===== config.mk =====
export PLATFORM = sky130hd
export DESIGN_NAME = gf2_poly_div_127by64
export DESIGN_NICKNAME = d
export VERILOG_FILES = /design/src/rtl/gf2_poly_div_127by64_pkg.sv /design/src/rtl/gf2_poly_div_127by64_msb_index.sv /design/src/rtl/gf2_poly_div_127by64.sv
export SDC_FILE = /design/constraint.sdc
export NUM_CORES = 1
export LEC_CHECK = 0
export ABC_AREA = 0
export BUFFER_PORTS_ARGS = -buffer_cell sky130_fd_sc_hd__buf_2
export CAP_MARGIN = 20
export CORE_MARGIN = 4
export CORE_UTILIZATION = 36
export CTS_CLUSTER_DIAMETER = 60
export DETAILED_ROUTE_END_ITERATION = 10
export HOLD_SLACK_MARGIN = 0.05
export REMOVE_ABC_BUFFERS = 1
export SYNTH_ARGS = -nofsm -noshare
export SYNTH_HDL_FRONTEND = slang
export SYNTH_HIERARCHICAL = 1
export SYNTH_SLANG_ARGS = --single-unit
export TNS_END_PERCENT = 50

===== constraint.sdc =====
create_clock -name clk -period 3.5 [get_ports clk]
set_input_delay 0.7 -clock clk [delete_from_list [all_inputs] [get_ports clk]]
set_output_delay 0.7 -clock clk [all_outputs]
set_load 0.02 [all_outputs]

===== src/rtl/gf2_poly_div_127by64_pkg.sv =====
`default_nettype none
// ---------------------------------------------------------------------------
// gf2_pkg : shared widths, FSM encoding and index-width helper for GF(2) divider
// Revision: 1.0
// ---------------------------------------------------------------------------
package gf2_pkg;

  localparam int DW_DEF = 127;
  localparam int VW_DEF = 64;

  typedef enum logic [1:0] {
    ST_IDLE = 2'd0,
    ST_NORM = 2'd1,
    ST_RUN  = 2'd2,
    ST_DONE = 2'd3
  } state_e;

  function automatic int msb_idx_w(input int vw);
    return (vw > 1) ? $clog2(vw) : 1;
  endfunction

endpackage
`default_nettype wire


===== src/rtl/gf2_poly_div_127by64_msb_index.sv =====
`default_nettype none
// ---------------------------------------------------------------------------
// gf2_msb_index : combinational priority encoder, index of highest set bit
// Revision: 1.0
// ---------------------------------------------------------------------------
module gf2_msb_index
  import gf2_pkg::*;
#(
  parameter int VW = VW_DEF,
  parameter int IW = msb_idx_w(VW)
) (
  input  logic [VW-1:0] vec_i,
  output logic [IW-1:0] idx_o,
  output logic          zero_o
);

  // Later (higher) set bits overwrite earlier ones, leaving the MSB index.
  always_comb begin
    idx_o = '0;
    for (int i = 0; i < VW; i++) begin
      if (vec_i[i]) idx_o = IW'(i);
    end
  end

  assign zero_o = ~|vec_i;

endmodule
`default_nettype wire


===== src/rtl/gf2_poly_div_127by64.sv =====
`default_nettype none
// ---------------------------------------------------------------------------
// gf2_poly_div_127by64 : sequential GF(2)[x] long divider, STEPS quotient bits/cycle
// Revision: 1.0
// ---------------------------------------------------------------------------
module gf2_poly_div_127by64
  import gf2_pkg::*;
#(
  parameter int DW    = DW_DEF,
  parameter int VW    = VW_DEF,
  parameter int STEPS = 1
) (
  input  logic          clk,
  input  logic          rst,
  input  logic          in_valid_i,
  output logic          in_ready_o,
  input  logic [DW-1:0] dividend_i,
  input  logic [VW-1:0] divisor_i,
  output logic          out_valid_o,
  input  logic          out_ready_i,
  output logic [DW-1:0] quotient_o,
  output logic [VW-1:0] remainder_o,
  output logic          div_by_zero_o
);

  localparam int N  = (DW + STEPS - 1) / STEPS;
  localparam int P  = N * STEPS;
  localparam int IW = msb_idx_w(VW);
  localparam int CW = $clog2(N + 1);

  state_e        state_q, state_d;
  logic [P-1:0]  dvd_q, dvd_d;
  logic [VW-1:0] dvs_q, dvs_d;
  logic [VW-1:0] r_q, r_d;
  logic [P-1:0]  q_q, q_d;
  logic [IW-1:0] d_q, d_d;
  logic [CW-1:0] cnt_q, cnt_d;
  logic          dbz_q, dbz_d;

  logic [IW-1:0] w_idx;
  logic          w_zero;

  gf2_msb_index #(
    .VW (VW),
    .IW (IW)
  ) u_msb (
    .vec_i  (dvs_q),
    .idx_o  (w_idx),
    .zero_o (w_zero)
  );

  // Unrolled reduction chain; since r < x^d always holds, bit d is the only trigger.
  logic [VW-1:0]    w_r [STEPS+1];
  logic [STEPS-1:0] w_qb;
  logic [P-1:0]     w_qext;

  assign w_r[0] = r_q;

  for (genvar s = 0; s < STEPS; s++) begin : g_step
    logic [VW-1:0] w_sh;
    assign w_sh            = (w_r[s] << 1) | {{(VW-1){1'b0}}, dvd_q[P-1-s]};
    assign w_qb[STEPS-1-s] = w_sh[d_q];
    assign w_r[s+1]        = w_sh[d_q] ? (w_sh ^ dvs_q) : w_sh;
  end

  always_comb begin
    w_qext             = '0;
    w_qext[STEPS-1:0]  = w_qb;
  end

  always_ff @(posedge clk) begin
    if (rst) begin
      state_q <= ST_IDLE;
      dvd_q   <= '0;
      dvs_q   <= '0;
      r_q     <= '0;
      q_q     <= '0;
      d_q     <= '0;
      cnt_q   <= '0;
      dbz_q   <= 1'b0;
    end else begin
      state_q <= state_d;
      dvd_q   <= dvd_d;
      dvs_q   <= dvs_d;
      r_q     <= r_d;
      q_q     <= q_d;
      d_q     <= d_d;
      cnt_q   <= cnt_d;
      dbz_q   <= dbz_d;
    end
  end

  always_comb begin
    state_d = state_q;
    dvd_d   = dvd_q;
    dvs_d   = dvs_q;
    r_d     = r_q;
    q_d     = q_q;
    d_d     = d_q;
    cnt_d   = cnt_q;
    dbz_d   = dbz_q;

    case (state_q)
      ST_IDLE: begin
        if (in_valid_i) begin
          dvd_d          = '0;
          dvd_d[DW-1:0]  = dividend_i;
          dvs_d          = divisor_i;
          r_d            = '0;
          q_d            = '0;
          dbz_d          = 1'b0;
          state_d        = ST_NORM;
        end
      end
      ST_NORM: begin
        d_d = w_idx;
        if (w_zero) begin
          dbz_d   = 1'b1;
          state_d = ST_DONE;
        end else begin
          cnt_d   = CW'(N);
          state_d = ST_RUN;
        end
      end
      ST_RUN: begin
        dvd_d = dvd_q << STEPS;
        r_d   = w_r[STEPS];
        q_d   = (q_q << STEPS) | w_qext;
        cnt_d = cnt_q - 1'b1;
        if (cnt_q == CW'(1)) state_d = ST_DONE;
      end
      ST_DONE: begin
        if (out_ready_i) state_d = ST_IDLE;
      end
      default: state_d = ST_IDLE;
    endcase
  end

  assign in_ready_o    = (state_q == ST_IDLE);
  assign out_valid_o   = (state_q == ST_DONE);
  assign quotient_o    = q_q[DW-1:0];
  assign remainder_o   = r_q;
  assign div_by_zero_o = dbz_q;

endmodule
`default_nettype wire


==> results.toml, run 1 <==
[place]
placed_cell_area_sq_um = 20500
dp_hpwl_um = 38300
port_buffers = 388
dp.cells = 2947
routabilityCongestion = 0.854

[synth]
synth_top_area_share_pct = 44.1
seq_area_frac_synth_pct = 44.1
syn_area_sq_um = 18100
ys_async_sr_fraction_pct = 0
yosysMostFrequentCell = "dfxtp_1"
yosys-mux-area-fraction_pct = 14.6
yosysTopAreaCell = "dfxtp_1"
synth_seq_cells = 398
syn_inst = 2035
synth_xor_area_share_pct = 0.291
synthFlopType = "dfxtp_1"
synth_commonest_cells = "398 x dfxtp_1, 294 x nor2_1, 275 x nand2_1"
synthAdderAreaFrac_pct = 0.416
synth_edf_count = 0
synth.distinct_cells = 60
yosys_warnings = 6
synth_compound_area_share_pct = 18.1
synth.avg_cell_area_sq_um = 8.87
yosys-top-cells-area = "dfxtp_1 44%, mux2i_1 7.8%, nor2_1 6.1%, nand2_1 5.7%, a211oi_1 5.4%"
synth_top_family_by_area = "compound AO/OA/AOI/OAI gates"
synth-simple-area-share_pct = 17.0

[worst_setup_path]
ff2ff_setup_slack_ns = 0.74
worstReg2RegStart = "d_q[2]"
worstPathRequired_ns = 4.02
cp-startpoint = "d_q[2]"
start_kind = "flop"
end_kind = "flop"
arrival_ns = 3.28
path_class = "flop to flop"
cp_max_fo = 49

[timing]
whs_ns = 0.353
worst_pin_slew_ns = 0.963
fin_crit_sh_pct = 78.9
report.final.slew_viol_count = 0
maxSlewHeadroom_pct = 35.8
rsz0062_at_grt = "no"
finClkSkew_ns = 0.0127
finalCriticalPeriod_ns = 2.76
setup_viol = 0
hold_viol_final = 0
max_freq_mhz = 362

[route]
wl_per_cell_um = 18.2
dr.pass1.iters = 5
antenna_left = 0
drtIter0Drc = 1111
drc = 0
vias = 16300
wirelength_um = 55200
viasPerCell = 5.35

[floorplan]
io_pins = 389
core_sq_um = 49300
fp-row-count = 81
die_h_um = 232
dieWidth_um = 232
initial_core_util_pct = 36.7
fp.dieArea_sq_um = 53800

[clock_tree]
post-cts-setup-buffers = 0
cts_resized = 0
cts_tree = "yes"
clock_path_buffers = 3
hold_buffers = 0
clk_pin_slew_ns = 0.06
clock-sinks = 398
clk_latency_ns = 0.58
htree_levels = 2
cts_made_buffers = 48
cts_root_buffer = "clkbuf_16"

[power]
combPwrFrac_pct = 35.7
clock_power_share_pct = 28.5
power_density_nw_per_um2 = 796
irDropWorstVdd_mv = 0.738
seqPwrFrac_pct = 35.8
p_sw_share_pct = 38.6
total_leakage_power_nw = 8.93
p_sw_mw = 6.79
p_int_mw = 10.8

[final_layout]
area_growth_pct = 22.6
drive_gt1_share_pct = 24.5
fin_cells = 3043
final_nets = 2534
final_area_sq_um = 22100

[grt]
antenna_found_initial = 19
grt_pass1_vias = 15600
grt_pass1_wl_um = 85600
overflow = 0
grt_max_degree = 151
track_usage_pct = 19.4

[flow_run]
drv_cap = 0

[hold_path]
hold_class = "input pin to flop"
min_from = "divisor_i[33]"

[run_status]
status = "finished clean"
per-stage QoR:
stage               power, mW  utilization (%)  TNS (ns)  setup slack [ns]
floorplan                9.95                -  -2760.48            -10.32
global placement         12.5             41.6         0             0.795
detailed placement       12.7             41.6         0             0.754
CTS                      17.8             44.9         0             0.741
global route             18.7             44.9         0             0.509
finish                   17.6             44.9         0             0.740
power by group through the flow:
| stage | logic, mW | registers, mW | clock network [mW] |
|---|---|---|---|
| 6_report | 6.29 | 6.31 | 5.02 |
| 5_1_grt | 6.97 | 6.45 | 5.33 |
| 4_1_cts | 6.29 | 6.31 | 5.16 |
| 3_5_place_dp | 6.28 | 6.40 | 0 |
| 3_3_place_gp | 6.14 | 6.35 | 0 |
| 2_1_floorplan | 4.14 | 5.81 | 0 |
layout by cell type (no fill, tap or decap), types with 48 or more instances in the layout:
cell	count
dfxtp_1	398
buf_2	387
nor2_1	292
nand2_1	274
mux2i_1	141
a211oi_1	129
a22oi_1	127
a21oi_1	81
inv_1	80
or4_1	66
a32oi_1	64
clkbuf_16	48
critical path, cell delays in order, from the launching register on:
cell,delay [ns]
dfxtp_1,0.63
buf_4,0.29
mux4_2,0.32
mux2i_1,0.22
a22oi_1,0.12
a22oi_2,0.27
buf_12,0.37
mux2_2,0.38
nand2_1,0.05
area by class of cell:
type | count | area [sq um]
diodes | 7 | 17.5
clock buffers | 66 | 1380
clock inverters | 23 | 236
fillers | 4969 | 27100
inverters | 80 | 300
multi-input cells | 1388 | 9150
flip-flops and latches | 398 | 7970
well taps | 664 | 831
repair buffers | 417 | 2260
flip-flops by register name, indices dropped and copies added (netlist names):
name and cells:
cnt_q 7, remainder_o 64, dvd_q 127, div_by_zero_o 1, dvs_q 64, d_q 6, state_q 2, quotient_o 127
routing by layer:
layer  routed length (um)  track usage [%]
met1                23300             24.4
met2                25800             32.0
met3                 4420             5.92
met4                 1620             6.39
met5                  123                0
logic make-up after synthesis:
group                    count (synthesis)
AO/OA/AOI/OAI                          452
buffers and inverters                  249
adder cells (fa/ha/maj)                  6
multiplexers                           222
AND/OR/NAND/NOR                        702
flip-flops                             398
XOR/XNOR                                 6
final timing paths:
check                           cells past startpoint         endpoint
worst min-delay path                                3        dvs_q[33]
worst max register to register                      8  remainder_o[63]
worst min register to register                      2  remainder_o[63]
worst max-delay path                                8  remainder_o[63]
Power figures use the tool's default switching activity.
==> inputs of run 2 (changes only) <==
clock period = 2.7 ns   (was 3.5 ns; I/O delays follow)
==> run 2 against run 1 <==
Net effect: global-route usage grew 0.49 points; sequential power grew 29%; worst setup slack lost 0.60 ns; power grew 33%; hold slack lost 0.16 ns; routed wire length grew 2.3%; fmax grew 7.7%; first-iteration DRC count grew 3.4%; register-to-register slack lost 0.60 ns; count of clock-buffer cells in the layout grew 1; sequential share of layout area shrank 0.61 points; clock skew grew 0.0069 ns; highest routed layer unchanged.
==> results.toml, run 2 (synthesis results as in run 1) <==
[run_status]
status = "finished clean"

[power]
power_density_nw_per_um2 = 1040
total_leakage_power_nw = 9.11
power_mw = 23.5
irDropWorstVdd_mv = 0.612

[grt]
overflow = 0
track_usage_pct = 19.9
grt_max_degree = 108
grt_pass1_wl_um = 87500
grt_pass1_vias = 15600
antenna_found_initial = 20

[floorplan]
fp-row-count = 81
io_pins = 389
die_h_um = 232
dieWidth_um = 232
fp.dieArea_sq_um = 53800
core_sq_um = 49300
initial_core_util_pct = 36.7

[hold_path]
hold_class = "input pin to flop"
min_from = "divisor_i[61]"
hold_depth = 3
hold_end = "dvs_q[61]"

[timing]
rsz0062_at_grt = "no"
report.final.slew_viol_count = 0
worst_pin_slew_ns = 0.913
finClkSkew_ns = 0.0197
setup_ws_ns = 0.137
hold_viol_final = 0
maxSlewHeadroom_pct = 39.1
max_freq_mhz = 390
setup_viol = 0
fin_crit_sh_pct = 94.9
finalCriticalPeriod_ns = 2.56

[clock_tree]
clk_latency_ns = 0.58
clock_path_buffers = 3
clock-sinks = 398
cts_tree = "yes"
cts_root_buffer = "clkbuf_16"
clk_pin_slew_ns = 0.06
hold_buffers = 0
cts_made_buffers = 48
htree_levels = 2

[worst_setup_path]
worstReg2RegStart = "d_q[2]"
crit_chain = "buf_4 > mux4_2 > mux2i_1 > a2bb2oi_1 > a22oi_2 > buf_4 > buf_8 > mux2_4 > nand2_1"
ff2ff_setup_slack_ns = 0.14
cp_common_cell = "buf_4"
start_kind = "flop"
crit_path_top_delay_cell = "mux4_2"
r2r-end = "remainder_o[32]"
arrival_ns = 3.08
cp_max_fo = 21
path_buf_inv = 3
worstPathRequired_ns = 3.22
crit_path_max_incr_delay_ns = 0.50
path_class = "flop to flop"
crit_family = "multiplexers"
end_kind = "flop"
reg2reg_depth = 9

[final_layout]
mostFrequentLayoutCells = "397 x dfxtp_1, 387 x buf_2, 292 x nor2_1"
area_growth_pct = 24.7
final_nets = 2560
mostFrequentLayoutCell = "dfxtp_1"
drive_gt1_share_pct = 25.2

[place]
dp_hpwl_um = 39300
preCtsSetupSlack_ns = 0.0532
port_buffers = 388
routabilityCongestion = 0.881

[flow_run]
drv_cap = 0

[route]
dr.pass1.iters = 5
vias = 16400
viasPerCell = 5.35
wirelength_um = 56500
antenna_left = 0
wl_per_cell_um = 18.4
drtIter0Drc = 1149
drc = 0
-- run 2: cell types whose count changed in the layout (fill, tap and decap cells not counted), sizes merged --
cell / before / now
bufinv: 2 / 5
clkinv: 11 / 15
clkinvlp: 3 / 0
buf: 417 / 442
inv: 87 / 81
diode: 7 / 10
clkbuf: 66 / 68
-- run 2: final cells by class --
type	count	area, sq um
Inverter	80	300
Multi-Input combinational cell	1388	9150
Clock buffer	67	1330
Sequential cell	398	7970
Timing Repair Buffer	443	2620
Antenna cell	10	25.0
Tap cell	664	831
Clock inverter	21	297
Fill cell	4838	26700
-- run 2: worst max-delay path by stage --
stage	start	to	slack, ns	cells past startpoint
after floorplan	state_q[0]	quotient_o[100]	-11.12	5
after global placement	d_q[2]	remainder_o[63]	0.15	8
after detailed placement	d_q[2]	remainder_o[63]	0.05	8
after CTS	d_q[2]	remainder_o[63]	0.03	8
after global routing	dvs_q[59]	cnt_q[4]	0.04	10
final	d_q[2]	remainder_o[32]	0.14	9
-- run 2: metal layers --
metal | routed length, um | global-route usage [%] | part of all wire, % | vias up
li1 | - | - | - | 7986
met1 | 23600 | 25.1 | 42 | 7811
met2 | 26900 | 32.8 | 48 | 529
met3 | 4450 | 6.01 | 7.9 | 100
met4 | 1520 | 6.09 | 2.7 | 16
met5 | 96 | 0 | 0.17 | -
-- run 2: through the flow --
step / hold slack, ns / instance area [sq um] / setup TNS [ns] / util (%) / std cells
2_1_floorplan: 0.443 / 17400 / -3022.08 / - / 1866
3_3_place_gp: 0.467 / 20800 / 0 / 42.3 / 2970
3_5_place_dp: 0.463 / 20800 / 0 / 42.3 / 2970
4_1_cts: 0.161 / 22500 / 0 / 45.6 / 3058
5_1_grt: 0.181 / 22500 / 0 / 45.7 / 3068
6_report: 0.191 / 22500 / 0 / 45.7 / 3071
-- run 2: worst register-to-register path, delay by kind of cell, from the launching register on --
family,cells,cell delay [ns]
compound gates,2,0.37
mux,3,1.02
flops,1,0.41
buf+inv,3,0.64
simple gates,1,0.06
-- run 2: power breakdown --
part | internal [mW] | switching [mW] | total, mW
clock | 3.96 | 2.60 | 6.56
sequential | 7.18 | 0.959 | 8.14
combinational | 3.46 | 5.34 | 8.80
total | 14.6 | 8.91 | 23.5
-- run 2: repair_timing --
item	CTS	global route
endpoints found under the setup margin	0	38
gates resized for setup	0	5
buffers inserted	0	2
